### src/rtl/ppt_pkg.sv
// rtl/ppt_pkg.sv - shared move/result encodings and controller state type
package ppt_pkg;

  localparam logic [1:0] MV_INVALID  = 2'b00;
  localparam logic [1:0] MV_ROCK     = 2'b01;
  localparam logic [1:0] MV_PAPER    = 2'b10;
  localparam logic [1:0] MV_SCISSORS = 2'b11;

  localparam logic [1:0] RES_TIE = 2'b00;
  localparam logic [1:0] RES_J2  = 2'b01;
  localparam logic [1:0] RES_J1  = 2'b10;

  typedef enum logic [2:0] {
    IDLE,
    COLLECT,
    JUDGE,
    REPORT,
    DONE
  } state_t;

endpackage

### src/rtl/ppt_match_ctrl_if.sv
// rtl/ppt_match_ctrl_if.sv - player move handshakes for both players
interface ppt_match_ctrl_if;

  logic [1:0] j1_move;
  logic       j1_valid;
  logic       j1_ready;
  logic [1:0] j2_move;
  logic       j2_valid;
  logic       j2_ready;

  modport master (
    output j1_move, j1_valid, j2_move, j2_valid,
    input  j1_ready, j2_ready
  );

  modport slave (
    input  j1_move, j1_valid, j2_move, j2_valid,
    output j1_ready, j2_ready
  );

endinterface

### src/rtl/ppt_judge.sv
// rtl/ppt_judge.sv - combinational round judge, {j1_w,j2_w}
module ppt_judge
  import ppt_pkg::*;
(
  input  logic [1:0] j1_move,
  input  logic [1:0] j2_move,
  output logic [1:0] result
);

  always_comb begin
    result = RES_TIE;
    if (j1_move != MV_INVALID && j2_move != MV_INVALID && j1_move != j2_move) begin
      case ({j1_move, j2_move})
        {MV_PAPER, MV_ROCK},
        {MV_ROCK, MV_SCISSORS},
        {MV_SCISSORS, MV_PAPER}: result = RES_J1;
        default:                 result = RES_J2;
      endcase
    end
  end

endmodule

### src/rtl/ppt_match_ctrl.sv
// rtl/ppt_match_ctrl.sv - rock-paper-scissors match sequencer
module ppt_match_ctrl
  import ppt_pkg::*;
#(
  parameter int WINS_NEEDED    = 2,
  parameter int SCORE_W        = 2,
  parameter int TIMEOUT_CYCLES = 16,
  parameter int TO_W           = 5
) (
  input  logic               clk,
  input  logic               rst_n,
  ppt_match_ctrl_if.slave    plyr,
  input  logic               start,
  output logic               round_done,
  output logic [1:0]         round_result,
  output logic               round_timeout,
  output logic [SCORE_W-1:0] score1,
  output logic [SCORE_W-1:0] score2,
  output logic               match_done,
  output logic [1:0]         match_winner,
  output logic               busy,
  output logic               err_invalid
);

  localparam logic [SCORE_W-1:0] WINS_L = SCORE_W'(WINS_NEEDED);
  localparam logic [TO_W-1:0]    TO_LAST = TO_W'(TIMEOUT_CYCLES - 1);

  state_t             state_q, state_d;
  logic [1:0]         j1_mv_q, j1_mv_d;
  logic [1:0]         j2_mv_q, j2_mv_d;
  logic [TO_W-1:0]    to_cnt_q, to_cnt_d;
  logic [1:0]         round_result_q, round_result_d;
  logic               round_timeout_q, round_timeout_d;
  logic [SCORE_W-1:0] score1_q, score1_d;
  logic [SCORE_W-1:0] score2_q, score2_d;
  logic [1:0]         match_winner_q, match_winner_d;
  logic               err_q, err_d;

  logic       j1_rdy, j2_rdy;
  logic       hs1, hs2, acc1, acc2;
  logic       held1, held2, have1_n, have2_n;
  logic [1:0] judge_res;

  function automatic logic [SCORE_W-1:0] sat_inc(input logic [SCORE_W-1:0] v);
    return (v == {SCORE_W{1'b1}}) ? v : v + 1'b1;
  endfunction

  ppt_judge u_judge (
    .j1_move (j1_mv_q),
    .j2_move (j2_mv_q),
    .result  (judge_res)
  );

  // A latched move is never 00, so a non-zero latch doubles as the "held" flag.
  assign held1   = (j1_mv_q != MV_INVALID);
  assign held2   = (j2_mv_q != MV_INVALID);
  assign j1_rdy  = (state_q == COLLECT) && !held1;
  assign j2_rdy  = (state_q == COLLECT) && !held2;
  assign hs1     = plyr.j1_valid && j1_rdy;
  assign hs2     = plyr.j2_valid && j2_rdy;
  assign acc1    = hs1 && (plyr.j1_move != MV_INVALID);
  assign acc2    = hs2 && (plyr.j2_move != MV_INVALID);
  assign have1_n = held1 || acc1;
  assign have2_n = held2 || acc2;

  always_comb begin
    state_d         = state_q;
    j1_mv_d         = j1_mv_q;
    j2_mv_d         = j2_mv_q;
    to_cnt_d        = to_cnt_q;
    round_result_d  = round_result_q;
    round_timeout_d = round_timeout_q;
    score1_d        = score1_q;
    score2_d        = score2_q;
    match_winner_d  = match_winner_q;
    err_d           = 1'b0;

    case (state_q)
      IDLE, DONE: begin
        if (start) begin
          state_d        = COLLECT;
          score1_d       = '0;
          score2_d       = '0;
          match_winner_d = RES_TIE;
        end
      end

      COLLECT: begin
        err_d = (hs1 && !acc1) || (hs2 && !acc2);
        if (acc1) j1_mv_d = plyr.j1_move;
        if (acc2) j2_mv_d = plyr.j2_move;
        if (have1_n && have2_n) begin
          state_d = JUDGE;
        end else if (held1 || held2) begin
          // The missing move did not arrive this cycle; a handshake on the last
          // counter cycle is caught by the branch above and wins over timeout.
          if (to_cnt_q == TO_LAST) begin
            state_d         = REPORT;
            round_timeout_d = 1'b1;
            if (held1) begin
              round_result_d = RES_J1;
              score1_d       = sat_inc(score1_q);
            end else begin
              round_result_d = RES_J2;
              score2_d       = sat_inc(score2_q);
            end
          end else begin
            to_cnt_d = to_cnt_q + 1'b1;
          end
        end else if (have1_n || have2_n) begin
          to_cnt_d = '0;
        end
      end

      JUDGE: begin
        state_d         = REPORT;
        round_result_d  = judge_res;
        round_timeout_d = 1'b0;
        if (judge_res == RES_J1) score1_d = sat_inc(score1_q);
        if (judge_res == RES_J2) score2_d = sat_inc(score2_q);
      end

      REPORT: begin
        j1_mv_d  = MV_INVALID;
        j2_mv_d  = MV_INVALID;
        to_cnt_d = '0;
        if (score1_q == WINS_L) begin
          state_d        = DONE;
          match_winner_d = RES_J1;
        end else if (score2_q == WINS_L) begin
          state_d        = DONE;
          match_winner_d = RES_J2;
        end else begin
          state_d = COLLECT;
        end
      end

      default: state_d = IDLE;
    endcase
  end

  always_ff @(posedge clk) begin
    if (!rst_n) begin
      state_q         <= IDLE;
      j1_mv_q         <= MV_INVALID;
      j2_mv_q         <= MV_INVALID;
      to_cnt_q        <= '0;
      round_result_q  <= RES_TIE;
      round_timeout_q <= 1'b0;
      score1_q        <= '0;
      score2_q        <= '0;
      match_winner_q  <= RES_TIE;
      err_q           <= 1'b0;
    end else begin
      state_q         <= state_d;
      j1_mv_q         <= j1_mv_d;
      j2_mv_q         <= j2_mv_d;
      to_cnt_q        <= to_cnt_d;
      round_result_q  <= round_result_d;
      round_timeout_q <= round_timeout_d;
      score1_q        <= score1_d;
      score2_q        <= score2_d;
      match_winner_q  <= match_winner_d;
      err_q           <= err_d;
    end
  end

  assign plyr.j1_ready = j1_rdy;
  assign plyr.j2_ready = j2_rdy;
  assign round_done    = (state_q == REPORT);
  assign round_result  = round_result_q;
  assign round_timeout = round_timeout_q;
  assign score1        = score1_q;
  assign score2        = score2_q;
  assign match_done    = (state_q == DONE);
  assign match_winner  = match_winner_q;
  assign busy          = (state_q == COLLECT) || (state_q == JUDGE) || (state_q == REPORT);
  assign err_invalid   = err_q;

endmodule

### src/flat_wrapper.sv
// flat-port wrapper written by rule: the top's interface ports become plain ports
module ppt_match_ctrl_flat import ppt_pkg::*;
#(
  parameter int WINS_NEEDED    = 2,
  parameter int SCORE_W        = 2,
  parameter int TIMEOUT_CYCLES = 16,
  parameter int TO_W           = 5
)
  (clk, rst_n, start, round_done, round_result, round_timeout, score1, score2, match_done, match_winner, busy, err_invalid, plyr_j1_move, plyr_j1_valid, plyr_j2_move, plyr_j2_valid, plyr_j1_ready, plyr_j2_ready);
  ppt_match_ctrl_if plyr_i ();
  input  logic clk;
  input  logic rst_n;
  input  logic start;
  output logic round_done;
  output logic [1:0] round_result;
  output logic round_timeout;
  output logic [SCORE_W-1:0] score1;
  output logic [SCORE_W-1:0] score2;
  output logic match_done;
  output logic [1:0] match_winner;
  output logic busy;
  output logic err_invalid;
  input wire logic [$bits(plyr_i.j1_move)-1:0] plyr_j1_move;
  input wire logic [$bits(plyr_i.j1_valid)-1:0] plyr_j1_valid;
  input wire logic [$bits(plyr_i.j2_move)-1:0] plyr_j2_move;
  input wire logic [$bits(plyr_i.j2_valid)-1:0] plyr_j2_valid;
  output wire logic [$bits(plyr_i.j1_ready)-1:0] plyr_j1_ready;
  output wire logic [$bits(plyr_i.j2_ready)-1:0] plyr_j2_ready;
  assign plyr_i.j1_move = plyr_j1_move;
  assign plyr_i.j1_valid = plyr_j1_valid;
  assign plyr_i.j2_move = plyr_j2_move;
  assign plyr_i.j2_valid = plyr_j2_valid;
  assign plyr_j1_ready = plyr_i.j1_ready;
  assign plyr_j2_ready = plyr_i.j2_ready;
  ppt_match_ctrl #(.WINS_NEEDED(WINS_NEEDED), .SCORE_W(SCORE_W), .TIMEOUT_CYCLES(TIMEOUT_CYCLES), .TO_W(TO_W)) u_core (.clk(clk), .rst_n(rst_n), .plyr(plyr_i), .start(start), .round_done(round_done), .round_result(round_result), .round_timeout(round_timeout), .score1(score1), .score2(score2), .match_done(match_done), .match_winner(match_winner), .busy(busy), .err_invalid(err_invalid));
endmodule
### config.mk
export PLATFORM = sky130hd
export DESIGN_NAME = ppt_match_ctrl_flat
export DESIGN_NICKNAME = d
export VERILOG_FILES = /design/src/rtl/ppt_pkg.sv /design/src/rtl/ppt_match_ctrl_if.sv /design/src/rtl/ppt_judge.sv /design/src/rtl/ppt_match_ctrl.sv /design/src/flat_wrapper.sv
export SDC_FILE = /design/constraint.sdc
export NUM_CORES = 1
export LEC_CHECK = 0
export CORE_MARGIN = 3
export CORE_UTILIZATION = 30
export CTS_CLUSTER_DIAMETER = 100
export CTS_CLUSTER_SIZE = 12
export DETAILED_ROUTE_END_ITERATION = 8
export REMOVE_ABC_BUFFERS = 1
export SKIP_LAST_GASP = 1
export SYNTH_ARGS = -nofsm -noshare
export SYNTH_HDL_FRONTEND = slang
export SYNTH_HIERARCHICAL = 1
export SYNTH_SLANG_ARGS = --single-unit
### constraint.sdc
create_clock -name clk -period 4.86 [get_ports clk]
set_input_delay 0.486 -clock clk [delete_from_list [all_inputs] [get_ports clk]]
set_output_delay 0.486 -clock clk [all_outputs]
set_load 0.05 [all_outputs]
* Word-level counts from Yosys, hierarchy flattened
Index checks and enable logic that the tools add are counted.
** Cells by class
- Add/sub/neg operators :: 3
- Eq/ne operators :: 30
- Multiplexer cells :: 45
- Reductions and logical operators :: 42
** Operators with widths (number)
- two-way mux 2 bit :: 23
- two-way mux 5 bit :: 4
- two-way mux 3 bit :: 6
- case mux 2 bit (2 select lines) :: 4
- != test 2 x 1 -> 1 bit, second input constant :: 7
- AND reduction 7 bit :: 2
- nonzero test 2 bit :: 7
- != test 3 x 1 -> 1 bit, second input constant :: 4
- case mux 2 bit (3 select lines) :: 2
- case mux 3 bit (4 select lines) :: 1
- logical AND 1 bit :: 11
- equality test 2 bit, second input constant :: 5
- case mux 5 bit (2 select lines) :: 1
- equality test 4 bit, second input constant :: 2
- AND reduction 4 bit :: 2
- logical OR 1 bit :: 7
- equality test 3 x 2 -> 1 bit, second input constant :: 2
- != test 2 bit, second input constant :: 3
- AND reduction 2 bit :: 3
- AND reduction 3 bit :: 2
- adder 5 x 1 -> 5 bit, second input constant :: 1
- equality test 5 x 4 -> 1 bit, second input constant :: 1
- adder 2 x 1 -> 2 bit, second input constant :: 2
- equality test 4 x 3 -> 1 bit, second input constant :: 1
- other kinds (12) :: 17
** Word-level totals
- Flip-flop bits (word level) :: 22
- Output and inout port bits :: 15

* Logic depth before layout (Yosys ltp)
- Word-level depth :: 11
- Gate-level depth with buffers :: 7

* Modules after synthesis
The synthesis kept the hierarchy.
** By module, submodules not included
- ppt_match_ctrl :: times used 1, cells an instance 154, area each 1252.5 µm², sequential area each 440.4 µm²
- ppt_judge :: times used 1, cells an instance 8, area each 57.6 µm², sequential area each 0.0 µm²

* Least setup slack after synthesis
Ideal clock, no wire load.
- Path type :: reg2out
- Start point :: register u_core.state_q[2]
- End point :: output plyr_j2_ready
- Data arrival time :: 1968 ps
- Required time :: 4374 ps
- Slack :: 2406 ps
- Stages on the path, launching flop included :: 5
- Buffers on the path :: 2
- Cells stage by stage :: dfxtp_1 buf_6 or3b_1 buf_2 nor3_1
** Between the ends
- Cells in the longest elaborated chain, start to end :: 2
** RTL lines
- start: declaration :: RTL line ppt_match_ctrl.sv:28 : state_t state_q, state_d;
- start signal: assignment :: RTL line ppt_match_ctrl.sv:155 : state_q <= state_d;
- equality test 3 x 1 -> 1 bit :: RTL line ppt_match_ctrl.sv:58 : assign j2_rdy = (state_q == COLLECT) && !held2;
- logical AND 1 bit :: RTL line ppt_match_ctrl.sv:58
- end: declaration :: RTL line flat_wrapper.sv:28 : output wire logic [$bits(plyr_i.j2_ready)-1:0] plyr_j2_ready;
Every way passes these cells.

* Worst setup path after layout
- Start point :: register u_core.state_q[0]
- End point :: output plyr_j1_ready
** Between the ends
- Cells in the longest elaborated chain, start to end :: 2
** RTL lines
- equality test 3 x 1 -> 1 bit :: RTL line ppt_match_ctrl.sv:57 : assign j1_rdy = (state_q == COLLECT) && !held1;
- logical AND 1 bit :: RTL line ppt_match_ctrl.sv:57
- end: declaration :: RTL line flat_wrapper.sv:27 : output wire logic [$bits(plyr_i.j1_ready)-1:0] plyr_j1_ready;
Every way passes these cells.

==> flow_metrics.env <==
export IMPL_clkTransAtPathRegs_ps=80
export IMPL_synthArstFlopShare=0
export IMPL_cts_tree="yes"
export IMPL_fmax_mhz=348
export IMPL_finalCritPeriodShare=0.591
export IMPL_final_area_mm2=0.00162
export IMPL_utilization=0.393
export IMPL_fin_setup_tns_ps=0
export IMPL_synth_edf_count=0
export IMPL_track_usage=0.120
export IMPL_reg2regPathDepth=7
export IMPL_fin_hold_ws_ps=457
export IMPL_dp_hpwl_um=2180
export IMPL_worstSkewPairLatency_ps=260
export IMPL_ctsHoldBuffers=0
export IMPL_p_total_mw=0.388
export IMPL_rows=23
export IMPL_yosysUniqueCellTypes=43
export IMPL_worstPathMaxFanout=9
export IMPL_grt_max_degree=22
export IMPL_dp_slack_ps=2280
export IMPL_start_util=0.318
export IMPL_synthMuxAreaShare=0.0306
export IMPL_cts_num_sinks=22
export IMPL_setup_viol=0
export IMPL_clk_path_buf_depth=2
export IMPL_chipHeight_um=72.1
export IMPL_place_area_mm2=0.00157
export IMPL_cts_root_buf="clkbuf_8"
export IMPL_post_route_cells_drive_above_1_share=0.0437
export IMPL_n_antenna_cell=0
export IMPL_final_common_cell="clkdlybuf4s50_1"
export IMPL_hp_class="register to register"
export IMPL_wire_per_inst_um=12.8
export IMPL_vias=1219
export IMPL_io_pins=24
export IMPL_grt_pass1_vias=1136
export IMPL_ctsHtreeMaxLevel=1
export IMPL_routed_wl_um=2990
export IMPL_postCtsSetupBuffers=0
export IMPL_maxCapViolCount=0
export IMPL_hold_end="u_core/match_winner[0]$_SDFFE_PN0P_"
export IMPL_critPathArrivalTime_ps=2380
export IMPL_synth_seq_cells=22
export IMPL_via_per_inst=5.23
export IMPL_synth_adder_area_share=0.0573
export IMPL_finalHoldViolations=0
export IMPL_grt_pass1_wl_um=5060
export IMPL_crit_required_ps=4370
export IMPL_powerDensity_mw_per_mm2=240
export IMPL_ys_seq_area_frac=0.336
export IMPL_drc=0
export IMPL_synth_xor_area_share=0.00669
export IMPL_rsz0062_at_grt="false"
export IMPL_fin_skew_ps=3.75
export IMPL_dp_cells=230
export IMPL_antenna_found_initial=0
export IMPL_synth_compound_gate_area_share=0.226
export IMPL_synth_ff_type="dfxtp_1"
export IMPL_r2r_end="u_core/score1[0]$_SDFFE_PN0P_"
export IMPL_syn_area_per_cell_um2=8.09
export IMPL_finalMaxSlewViolations=0
export IMPL_worst_slack_ps=1990
export IMPL_numCtsBuffers=3
export IMPL_area_growth_pct=23.3
export IMPL_die_w_um=72.1
export IMPL_rrSetupSlack_ps=2920
export IMPL_nets=200
export IMPL_final_cells=233
export IMPL_grt_overflow=0
export IMPL_post_cts_resized=0
export IMPL_drtPass1Iterations=4
export IMPL_first_iter_violations=109
export IMPL_period_needed_ps=2870
export IMPL_io_buffer_count=23
export IMPL_yosys_warnings=6
export IMPL_synthSimpleGateAreaFrac=0.301
export IMPL_syn_area_mm2=0.00131
export IMPL_die_area_mm2=0.00520
export IMPL_vdd_drop_max_mv=0.161
export IMPL_coreArea_mm2=0.00412
export IMPL_layout_common_cells="23 x clkdlybuf4s50_1, 22 x dfxtp_1, 16 x nand2_1"
export IMPL_syn_inst=162
export IMPL_crit_type="register to output port"
export IMPL_power_leakage_nw=0.605
export IMPL_outcome="complete, no violations"
export IMPL_r2r_start="u_core/to_cnt_q[0]$_SDFFE_PN0P_"
export IMPL_synth_top_family_by_area="simple AND/OR/NAND/NOR gates"
export IMPL_worst_slew_pin_slew_ps=684
export IMPL_globalplace_congestion=0.826
export IMPL_ant_nets=0
export IMPL_end_kind="output port"
export IMPL_start_kind="register"
export IMPL_slew_limit_headroom=0.542
export IMPL_holdCritStartpoint="u_core/match_winner[0]$_SDFFE_PN0P_"
export IMPL_whs_path_depth=2
## report_power, final
group / total, mW / switching (mW) / internal (mW)
combinational: 0.0804 / 0.0486 / 0.0318
sequential: 0.192 / 0.00734 / 0.185
clock: 0.116 / 0.0605 / 0.0554
## sequential cells by signal, indices dropped and copies added, names as in the netlist
register,flops
u_core/score1,2
u_core/err_invalid,1
u_core/j2_mv_q,2
u_core/round_timeout,1
u_core/round_result,2
u_core/to_cnt_q,5
u_core/j1_mv_q,2
u_core/match_winner,2
u_core/state_q,3
u_core/score2,2
## area by class of cell
class,count,area (um2)
clock buffers,3,41.3
fillers,452,2500
inverters,7,26.3
multi-input cells,128,815
flip-flops and latches,22,440
well taps,50,62.6
repair buffers,23,230
## worst max-delay path, cell delays in order (launching register included)
cell and delay (ps):
dfxtp_1 440, or3b_1 500, nor3_2 300, clkdlybuf4s50_1 870
## layer usage
layer | GRT usage | part of all wire | vias to the layer above
li1 | - | - | 627
met1 | 0.166 | 0.50 | 564
met2 | 0.183 | 0.44 | 26
met3 | 0.0360 | 0.048 | 2
met4 | 0.0251 | 0.0077 | 0
met5 | 0 | 0 | -
## how the worst max path moves through the flow
stage | end | from | depth (start not counted)
5_1_grt | plyr_j1_ready | u_core/state_q[0]$_SDFFE_PN0P_ | 3
3_5_place_dp | plyr_j1_ready | u_core/state_q[0]$_SDFFE_PN0P_ | 3
3_3_place_gp | plyr_j1_ready | u_core/state_q[0]$_SDFFE_PN0P_ | 3
4_1_cts | plyr_j1_ready | u_core/state_q[0]$_SDFFE_PN0P_ | 3
6_report | plyr_j1_ready | u_core/state_q[0]$_SDFFE_PN0P_ | 3
2_1_floorplan | plyr_j2_ready | u_core/state_q[0]$_SDFFE_PN0P_ | 2
## synth_stat cells (2+ instances only)
library cell | instances | area [um2]
dfxtp_1 | 22 | 440
nand2_1 | 16 | 60.1
a21oi_1 | 12 | 60.1
nor2_1 | 12 | 45.0
o21ai_0 | 10 | 50.1
nor2b_1 | 8 | 50.1
inv_1 | 7 | 26.3
nand2b_1 | 7 | 43.8
ha_1 | 6 | 75.1
o21ai_1 | 5 | 25.0
mux2i_1 | 4 | 40.0
nand3_1 | 4 | 20.0
nand3b_1 | 4 | 30.0
a22oi_1 | 3 | 22.5
a32oi_1 | 3 | 26.3
o211ai_1 | 3 | 22.5
a22o_1 | 2 | 17.5
a31oi_1 | 2 | 12.5
and3_1 | 2 | 12.5
buf_2 | 2 | 10.0
clkbuf_1 | 2 | 7.51
nor3_1 | 2 | 10.0
o22ai_1 | 2 | 12.5
or2_1 | 2 | 12.5
or3b_1 | 2 | 17.5
## cells by family (layout without fill, tap and decap cells)
group,after synthesis,count (layout)
compound gates,47,47
simple gates,70,70
buf+inv,12,33
flops,22,22
xor+xnor,1,1
mux,4,4
fa+ha+maj,6,6
(Power assumes the default switching activity.)
